$ cat src/rtl/mcu_local_axil_wr_fsm_pkg.sv
// Shared definitions for the MCU local AXI-Lite write-back stage.
// Holds the global FSM encodings (common with the read stage), the AXI
// response codes and the local write-FSM state encodings.
package mcu_local_axil_wr_fsm_pkg;

    localparam int GLO_FSM_WIDTH = 2;

    localparam logic [1:0] GLO_FSM_STR = 2'd0;
    localparam logic [1:0] GLO_FSM_OPE = 2'd1;
    localparam logic [1:0] GLO_FSM_ERR = 2'd2;
    localparam logic [1:0] GLO_FSM_END = 2'd3;

    typedef logic [1:0] axi_resp_t;

    localparam axi_resp_t AXI_RESP_OKAY   = 2'b00;
    localparam axi_resp_t AXI_RESP_EXOKAY = 2'b01;
    localparam axi_resp_t AXI_RESP_SLVERR = 2'b10;
    localparam axi_resp_t AXI_RESP_DECERR = 2'b11;

    localparam int WR_STATE_WIDTH = 3;

    localparam logic [2:0] WR_STR  = 3'd0;
    localparam logic [2:0] WR_OPE  = 3'd1;
    localparam logic [2:0] WR_AW_W = 3'd2;
    localparam logic [2:0] WR_WB   = 3'd3;
    localparam logic [2:0] WR_END  = 3'd4;
    localparam logic [2:0] WR_ERR  = 3'd5;

    // Only OKAY counts as success; EXOKAY is meaningless for a plain write.
    function automatic logic resp_is_okay(input axi_resp_t resp);
        return resp == AXI_RESP_OKAY;
    endfunction

endpackage

$ cat src/rtl/mcu_axil_wr_channel.sv
// AW+W pair tracker for a single AXI-Lite write.
// A start strobe raises awvalid and wvalid together; each drops on its own
// handshake, and both_done fires in the cycle the last outstanding one
// completes (either order, or both in the same cycle).
//
// Ports:
//   clk, rst            clock, synchronous active-high reset
//   start               launch a new AW+W pair (ignored while one is open)
//   awready, wready     slave readies
//   awvalid, wvalid     master valids
//   both_done           strobe: the pair fully completes this cycle
module mcu_axil_wr_channel (
    input  logic clk,
    input  logic rst,
    input  logic start,
    input  logic awready,
    input  logic wready,
    output logic awvalid,
    output logic wvalid,
    output logic both_done
);
    import mcu_local_axil_wr_fsm_pkg::*;

    logic aw_clear;
    logic w_clear;
    logic busy;

    // A channel counts as clear if it already finished or finishes now.
    assign aw_clear  = !awvalid || awready;
    assign w_clear   = !wvalid || wready;
    assign busy      = awvalid || wvalid;
    assign both_done = busy && aw_clear && w_clear;

    always_ff @(posedge clk) begin
        if (rst) begin
            awvalid <= 1'b0;
            wvalid  <= 1'b0;
        end else if (start && !busy) begin
            awvalid <= 1'b1;
            wvalid  <= 1'b1;
        end else begin
            if (awvalid && awready) begin
                awvalid <= 1'b0;
            end
            if (wvalid && wready) begin
                wvalid <= 1'b0;
            end
        end
    end

endmodule

$ cat src/rtl/mcu_local_axil_wr_fsm.sv
// MCU local AXI-Lite write-back stage.
// Consumes an AXI-Stream of result words and writes each one to consecutive
// addresses starting at base_addr, one AXI-Lite write outstanding at a time.
// Reports done (pulse) / error (level) to the global FSM.
//
// Build option: MCU_WR_TLAST_CHECK_EN -- when defined, a beat whose tlast
// disagrees with the word counter sends the block to ERR without writing.
//
// Ports:
//   clk, rst                 clock, synchronous active-high reset
//   s_axis_*                 result word stream (tdata/tvalid/tready/tlast)
//   m_axil_aw*/w*/b*         AXI-Lite write master (no AR/R)
//   glo_fsm_state            global FSM state
//   base_addr                byte address of word 0
//   word_count_max           number of words in the job
//   done                     one-cycle pulse on final OKAY response
//   error                    high while in ERR
//
// state   | meaning
// --------+-----------------------------------------------------------
// STR     | idle, waiting for global STR to start a job
// OPE     | accepting the next AXIS word
// AW_W    | AW and W of the current word in flight
// WB      | waiting for the write response
// END     | job complete, waiting for global END
// ERR     | failure, waiting for global ERR; stray B still accepted
module mcu_local_axil_wr_fsm #(
    parameter int DATA_WIDTH    = 16,
    parameter int ADDR_WIDTH    = 32,
    parameter int CNT_WIDTH     = 32,
    parameter int GLO_FSM_WIDTH = 2
) (
    input  logic                      clk,
    input  logic                      rst,
    input  logic [DATA_WIDTH-1:0]     s_axis_tdata,
    input  logic                      s_axis_tvalid,
    output logic                      s_axis_tready,
    input  logic                      s_axis_tlast,
    output logic [ADDR_WIDTH-1:0]     m_axil_awaddr,
    output logic [2:0]                m_axil_awprot,
    output logic                      m_axil_awvalid,
    input  logic                      m_axil_awready,
    output logic [DATA_WIDTH-1:0]     m_axil_wdata,
    output logic [DATA_WIDTH/8-1:0]   m_axil_wstrb,
    output logic                      m_axil_wvalid,
    input  logic                      m_axil_wready,
    input  logic [1:0]                m_axil_bresp,
    input  logic                      m_axil_bvalid,
    output logic                      m_axil_bready,
    input  logic [GLO_FSM_WIDTH-1:0]  glo_fsm_state,
    input  logic [ADDR_WIDTH-1:0]     base_addr,
    input  logic [CNT_WIDTH-1:0]      word_count_max,
    output logic                      done,
    output logic                      error
);
    import mcu_local_axil_wr_fsm_pkg::*;

    localparam int STRB_WIDTH = DATA_WIDTH / 8;
    localparam logic [ADDR_WIDTH-1:0] ADDR_STEP = ADDR_WIDTH'(STRB_WIDTH);
    localparam logic [CNT_WIDTH:0]    CNT_ONE_EXT = (CNT_WIDTH+1)'(1);

    logic [WR_STATE_WIDTH-1:0] state;
    logic [ADDR_WIDTH-1:0]     addr_reg;
    logic [DATA_WIDTH-1:0]     wdata_reg;
    logic [CNT_WIDTH-1:0]      cnt;
    logic                      done_reg;

    logic glo_str;
    logic glo_end;
    logic glo_err;
    logic beat;
    logic is_final;
    logic tlast_bad;
    logic start_wr;
    logic both_done;
    logic b_ok;

    assign glo_str = glo_fsm_state == GLO_FSM_WIDTH'(GLO_FSM_STR);
    assign glo_end = glo_fsm_state == GLO_FSM_WIDTH'(GLO_FSM_END);
    assign glo_err = glo_fsm_state == GLO_FSM_WIDTH'(GLO_FSM_ERR);

    // One extra bit so cnt+1 never wraps into a false match.
    assign is_final = ({1'b0, cnt} + CNT_ONE_EXT) == {1'b0, word_count_max};

`ifdef MCU_WR_TLAST_CHECK_EN
    assign tlast_bad = s_axis_tlast != is_final;
`else
    logic unused_tlast;
    assign unused_tlast = s_axis_tlast;
    assign tlast_bad    = 1'b0;
`endif

    assign s_axis_tready = state == WR_OPE;
    assign beat          = s_axis_tready && s_axis_tvalid;
    assign start_wr      = beat && !tlast_bad;
    assign b_ok          = resp_is_okay(m_axil_bresp);

    assign m_axil_awaddr = addr_reg;
    assign m_axil_awprot = 3'b000;
    assign m_axil_wdata  = wdata_reg;
    assign m_axil_wstrb  = '1;
    // ERR keeps bready up so a response still owed by the slave is drained.
    assign m_axil_bready = (state == WR_WB) || (state == WR_ERR);

    assign done  = done_reg;
    assign error = state == WR_ERR;

    mcu_axil_wr_channel u_channel (
        .clk       (clk),
        .rst       (rst),
        .start     (start_wr),
        .awready   (m_axil_awready),
        .wready    (m_axil_wready),
        .awvalid   (m_axil_awvalid),
        .wvalid    (m_axil_wvalid),
        .both_done (both_done)
    );

    always_ff @(posedge clk) begin
        if (rst) begin
            state     <= WR_STR;
            addr_reg  <= '0;
            wdata_reg <= '0;
            cnt       <= '0;
            done_reg  <= 1'b0;
        end else begin
            done_reg <= 1'b0;
            case (state)
                WR_STR: begin
                    if (glo_str) begin
                        if (word_count_max == '0) begin
                            state <= WR_ERR;
                        end else begin
                            addr_reg <= base_addr;
                            cnt      <= '0;
                            state    <= WR_OPE;
                        end
                    end
                end
                WR_OPE: begin
                    if (beat) begin
                        if (tlast_bad) begin
                            state <= WR_ERR;
                        end else begin
                            wdata_reg <= s_axis_tdata;
                            state     <= WR_AW_W;
                        end
                    end
                end
                WR_AW_W: begin
                    if (both_done) begin
                        state <= WR_WB;
                    end
                end
                WR_WB: begin
                    if (m_axil_bvalid) begin
                        if (!b_ok) begin
                            state <= WR_ERR;
                        end else begin
                            cnt      <= cnt + CNT_WIDTH'(1);
                            addr_reg <= addr_reg + ADDR_STEP;
                            if (is_final) begin
                                state    <= WR_END;
                                done_reg <= 1'b1;
                            end else begin
                                state <= WR_OPE;
                            end
                        end
                    end
                end
                WR_END: begin
                    if (glo_end) begin
                        state <= WR_STR;
                    end
                end
                WR_ERR: begin
                    if (glo_err) begin
                        state <= WR_STR;
                    end
                end
                default: begin
                    state <= WR_STR;
                end
            endcase
        end
    end

endmodule

$ cat config.mk
export PLATFORM = sky130hd
export DESIGN_NAME = mcu_local_axil_wr_fsm
export DESIGN_NICKNAME = d
export VERILOG_FILES = /design/src/rtl/mcu_local_axil_wr_fsm_pkg.sv /design/src/rtl/mcu_axil_wr_channel.sv /design/src/rtl/mcu_local_axil_wr_fsm.sv
export SDC_FILE = /design/constraint.sdc
export NUM_CORES = 1
export LEC_CHECK = 0
export BUFFER_PORTS_ARGS = -buffer_cell sky130_fd_sc_hd__buf_2
export CAP_MARGIN = 10
export CORE_MARGIN = 2
export CORE_UTILIZATION = 49
export DETAILED_ROUTE_END_ITERATION = 6
export MAX_ROUTING_LAYER = met4
export PLACE_DENSITY_LB_ADDON = 0.08
export SKIP_LAST_GASP = 1
export SYNTH_ARGS = -nofsm -noshare
export SYNTH_HDL_FRONTEND = slang
export SYNTH_SLANG_ARGS = --single-unit
$ cat constraint.sdc
create_clock -name clk -period 3 [get_ports clk]
set_clock_uncertainty 0.1 [all_clocks]
set_input_delay 0.6 -clock clk [delete_from_list [all_inputs] [get_ports clk]]
set_output_delay 0.6 -clock clk [all_outputs]
set_load 0.005 [all_outputs]
Word-level counts from Yosys, hierarchy flattened
Index checks and enable logic that the tools add are counted.
{"block": "word_totals", "input_bits": 91, "register_bits": 86, "elab_cells": 78}
{"block": "op_classes", "n_mux": 25, "n_reduce_logical": 24, "add_sub_neg": 3, "eq_ne": 16, "n_bitwise": 3}
{"operator": "2-to-1 mux 32 bit", "n": 8}
{"operator": "one-hot mux 32 bit (2 select lines)", "n": 2}
{"operator": "adder 32 x 1 -> 33 bit (second input constant)", "n": 1}
{"operator": "== test 33 x 32 -> 1 bit", "n": 1}
{"operator": "adder 32 x 1 -> 32 bit (second input constant)", "n": 1}
{"operator": "adder 32 x 2 -> 32 bit (second input constant)", "n": 1}
{"operator": "zero test 32 bit", "n": 1}
{"operator": "2-to-1 mux 3 bit", "n": 9}
{"operator": "one-hot mux 3 bit (6 select lines)", "n": 1}
{"operator": "!= test 2 bit (second input constant)", "n": 6}
{"operator": "== test 3 x 2 -> 1 bit (second input constant)", "n": 2}
{"operator": "== test 3 bit (second input constant)", "n": 2}
{"operator": "logical AND 1 bit", "n": 6}
{"operator": "AND reduction 6 bit", "n": 1}
{"operator": "nonzero test 2 bit", "n": 3}
{"operator": "2-to-1 mux 1 bit", "n": 5}
{"operator": "AND reduction 5 bit", "n": 1}
{"operator": "== test 2 bit (second input constant)", "n": 2}
{"operator": "zero test 2 bit", "n": 2}
{"operator": "logical OR 1 bit", "n": 4}
{"operator": "!= test 2 x 1 -> 1 bit (second input constant)", "n": 2}
{"operator": "OR reduction 4 bit", "n": 1}
{"operator": "== test 3 x 1 -> 1 bit (second input constant)", "n": 1}
{"operator": "zero test 1 bit", "n": 3}
{"operator": "other kinds (3)", "n": 5}

Longest topological paths before layout
{"block": "logic_depth", "word_depth": 6, "mapped_depth": 10, "mapped_depth_nobuf": 9}

Cells and area by module
Synthesis repeated with hierarchy kept, for this count alone.
{"block": "hier_totals", "hier_cells": 814, "hier_area_um2": 5711.7}
{"module": "mcu_local_axil_wr_fsm", "seq_area_each_um2": 1681.6, "n_inst": 1, "cells_per_inst": 806, "area_each_um2": 5629.1}
{"module": "mcu_axil_wr_channel", "seq_area_each_um2": 40.0, "n_inst": 1, "cells_per_inst": 8, "area_each_um2": 82.6}

Worst setup path after synthesis
OpenSTA, ideal clock, no wires.
{"block": "synth_timing", "kind": "reg-to-reg", "start": "register cnt[3]", "end": "register state[2]", "period_less_slack_ns": 3.081, "n_path_buf": 2, "t_required_ns": 2.842, "stages_incl_launch_ff": 11, "setup_ns": 0.058, "arrival_time_ns": 2.923, "path_slack_ns": -0.081, "cell_sequence": "dfxtp_1 > buf_4 > nand4_2 > or4_1 > or4_1 > buf_2 > or4b_1 > a31oi_1 > o21ai_1 > nor4_2 > o211a_1"}
{"block": "synth_between", "elab_chain_cells": 6}
{"item": "start: declaration", "line_no": "mcu_local_axil_wr_fsm.sv:65", "rtl": "logic [CNT_WIDTH-1:0] cnt;"}
{"item": "start signal: assignment", "line_no": "mcu_local_axil_wr_fsm.sv:160", "rtl": "cnt <= cnt + CNT_WIDTH'(1);"}
{"item": "adder 32 x 1 -> 33 bit", "line_no": "mcu_local_axil_wr_fsm.sv:83", "rtl": "assign is_final = ({1'b0, cnt} + CNT_ONE_EXT) == {1'b0, word_count_max};"}
{"item": "== test 33 x 32 -> 1 bit", "line_no": "mcu_local_axil_wr_fsm.sv:83"}
{"item": "2-to-1 mux 3 bit", "line_no": "mcu_local_axil_wr_fsm.sv:162", "rtl": "if (is_final) begin"}
{"item": "2-to-1 mux 3 bit", "line_no": "mcu_local_axil_wr_fsm.sv:157", "rtl": "if (!b_ok) begin"}
{"item": "2-to-1 mux 3 bit", "line_no": "mcu_local_axil_wr_fsm.sv:156", "rtl": "if (m_axil_bvalid) begin"}
{"item": "one-hot mux 3 bit (6 select lines)", "line_no": "mcu_local_axil_wr_fsm.sv:128", "rtl": "case (state)"}
{"item": "end signal: assignment", "line_no": "mcu_local_axil_wr_fsm.sv:132", "rtl": "state <= WR_ERR;"}
{"item": "end signal: assignment", "line_no": "mcu_local_axil_wr_fsm.sv:158", "rtl": "state <= WR_ERR;"}
{"item": "end signal: assignment", "line_no": "mcu_local_axil_wr_fsm.sv:163", "rtl": "state <= WR_END;"}
{"item": "end: declaration", "line_no": "mcu_local_axil_wr_fsm.sv:62", "rtl": "logic [WR_STATE_WIDTH-1:0] state;"}
Every way passes these cells. The select of a mux whose other input is x is not followed.
A chain may end at the register's enable or synchronous reset.

Final worst setup path
{"block": "layout_timing", "start": "register cnt[1]", "end": "register state[2]"}
The elaborated chain is that of the path after synthesis.

==> flow_summary.yaml <==
status:
  status: "finished with violations"
  violations: "negative setup slack"
global_route:
  grt_util_all_layers_pct: 31.5
  grt_max_degree: 67
  gr-total-overflow: 0
  grt_first_pass_wirelength_mm: 31.9
  grt_pass1_vias: 6550
  antenna_found_initial: 1
place:
  placed_cells: 1132
  port_buffers: 143
  placed_area_sq_mm: 0.00707
  dp_worst_setup_slack_ns: -0.172
  dp_hpwl_mm: 14.5
  gp_congestion: 1.06
synthesis:
  ys_ff_latch: 86
  synth-xor-area-share_pct: 5.53
  synth-main-ff-cell: "dfxtp_1"
  synthArstFlopShare_pct: 0
  synth-simple-area-share_pct: 33.5
  synth-edff-count: 0
  avgSynthCellArea_sq_um: 6.95
  synth_cell_types: 63
  synth_compound_area_share_pct: 24.4
  synth_top_family_by_area: "simple AND/OR/NAND/NOR gates"
  synth_cells: 844
  yosysSeqAreaShare_pct: 29.4
  ys_warn_count: 0
  synthAdderAreaFrac_pct: 0.427
  synthMuxAreaShare_pct: 0.875
  synthesis.area_sq_mm: 0.00586
floorplanning:
  die_w_um: 113
  fp.dieH_um: 113
  core_area_sq_mm: 0.0116
  start_util_pct: 50.7
  num_io_pins: 150
  dieArea_sq_mm: 0.0129
  rows: 39
critical_path:
  worstSetupStartpointType: "flip-flop"
  cp-end-kind: "flip-flop"
  crit_type: "flip-flop to flip-flop"
  path_cells: "buf_4 > ha_4 > xnor2_4 > nand3_2 > or4_4 > or3_4 > or4_4 > nor4_4 > buf_4 > o211a_1"
  crit_path_max_fanout: 2
  rr_startpoint: "cnt[1]"
  cp.required_ns: 3.19
  max_stage_delay_ns: 0.49
  crit_path_start: "cnt[1]"
  r2r-end: "state[2]"
  r2r_setup_slack_ns: -0.02
  cp_data_arrival_time_ns: 3.21
  cpMaxStageDelayCell: "or4_4"
  r2r_cells: 10
power_and_ir_drop:
  p_leak_nw: 3.10
  power.density_mw_per_mm2: 486
  max-vdd-ir-drop_mv: 0.438
clock_tree:
  cts_buffers: 9
  cts_max_level: 3
  clk_path_buf_depth: 2
  cts_sinks: 86
  ctsHoldBuffers: 0
  root_buffer: "clkbuf_16"
  insertion_delay_ns: 0.35
  cts.clk_slew.worst_paths_ns: 0.07
  cts_tree: "done"
hold_path:
  holdCritPathClass: "flip-flop to flip-flop"
  hold_path_startpoint: "m_axil_wdata[7]"
  hold_depth: 2
  worstHoldEndpoint: "m_axil_wdata[7]"
route:
  wl_mm: 20.3
  first_iter_violations: 610
  via_per_inst: 6.06
  dr.pass1.iters: 5
  num_vias: 7025
  antenna_left: 0
  routedWlPerCell_um: 17.5
  drc_errors: 0
final_layout:
  fin_area_sq_mm: 0.00769
  ff_latch_area_sq_mm: 0.00173
  nets: 1104
  instances_no_fill: 1160
  fill_cells: 1013
  area_growth_pct: 31.1
  drive_above_1_share_pct: 28.2
  multi_input_area_sq_mm: 0.00405
timing:
  finalWorstSetupSlack_ns: -0.0207
  finalSetupViolations: 1
  worst_pin_slew_ns: 0.593
  period_share_pct: 101
  finalHoldViolCount: 0
  rsz0062_at_grt: "yes"
  timing.fmax_mhz: 331
  min_period_ns: 3.02
  slew_headroom_pct: 60.1
  slew_violations: 0
job:
  cap_viol_max_count: 0
[layer usage]
| layer | vias to the layer above | GRT usage, % | wire length [um] |
|---|---|---|---|
| li1 | 3409 | - | - |
| met1 | 3284 | 39.7 | 8780 |
| met2 | 288 | 51.9 | 9760 |
| met3 | 44 | 5.21 | 1270 |
| met4 | 0 | 9.92 | 532 |
| met5 | - | - | 0 |
[cells in the mapped netlist (all sizes together), types with 12 or more instances]
library cell / number / area [sq um]
nand2: 117 / 439
a21oi: 90 / 450
dfxtp: 86 / 1720
nor2: 75 / 282
clkbuf: 62 / 235
o21ai: 62 / 310
nand3: 32 / 165
nor3: 31 / 155
nand4: 28 / 181
nor4: 23 / 150
xnor2: 21 / 184
a211oi: 19 / 143
and3: 16 / 100
xor2: 16 / 140
a311oi: 13 / 114
inv: 12 / 45.0
or3: 12 / 75.1
[power by group]
part           internal, W  switching [W]  total, W
sequential         0.00127       0.000139   0.00141
clock             0.000674       0.000511   0.00118
combinational     0.000454       0.000691   0.00115
[placed cells by master (no fill, tap or decap), drive strengths merged, types with 10 or more instances in the layout]
master and n:
inv 14, xnor2 21, a211oi 19, and3 16, and2 10, nor3 31, a311oi 13, nor2 75
nor4 23, or3 12, o22ai 10, nand3 32, clkbuf 10, nand4 28, xor2 16, a21oi 90
buf 224, dfxtp 86, nand2 117, o21ai 62
[repair_timing]
action | in CTS | in global routing
pin swaps | 6 | 6
setup endpoints to repair | 3 | 3
setup buffers | 6 | 6
resized for setup | 15 | 29
[logic make-up after synthesis]
logic type | count (synthesis)
AOI/OAI and AO/OA | 238
xor gates and xnor gates | 37
adders and majority gates | 2
buffers and inverters | 83
DFF | 86
muxes | 5
other | 2
and+or+nand+nor | 391
[how the worst max path moves through the flow]
stage / end
floorplan: state[2]
global placement: state[2]
detailed placement: state[2]
CTS: state[2]
global route: state[2]
finish: state[2]
[worst max-delay path: cells and delay by family, from the launching register on]
family / cells / cell delay (ns)
xor gates and xnor gates: 1 / 0.13
adders and majority gates: 1 / 0.29
AOI/OAI and AO/OA: 1 / 0.15
DFF: 1 / 0.33
buffers and inverters: 2 / 0.31
and+or+nand+nor: 5 / 1.65
[cell type report]
| type | count | area share [%] |
|---|---|---|
| multi-input combinational | 678 | 52.6 |
| sequential | 86 | 22.5 |
| timing repair buffer | 224 | 17.9 |
| clock buffer | 10 | 3.11 |
| tap | 143 | 2.33 |
| clock inverter | 6 | 0.862 |
| inverter | 12 | 0.586 |
| antenna | 1 | 0.0325 |
[through the flow]
stage / TNS (ns) / hold WS (ns) / utilization, % / total power [W]
after CTS: -0.00214 / 0.357 / 64.6 / 0.00373
final: -0.0207 / 0.355 / 66.5 / 0.00374
after global routing: -0.164 / 0.376 / 66.5 / 0.00396
after floorplan: 0 / 0.353 / - / 0.00211
after global placement: -0.306 / 0.339 / 61.1 / 0.00249
after detailed placement: -0.433 / 0.347 / 61.1 / 0.00254
No activity file was read; power rests on OpenSTA's default activity.
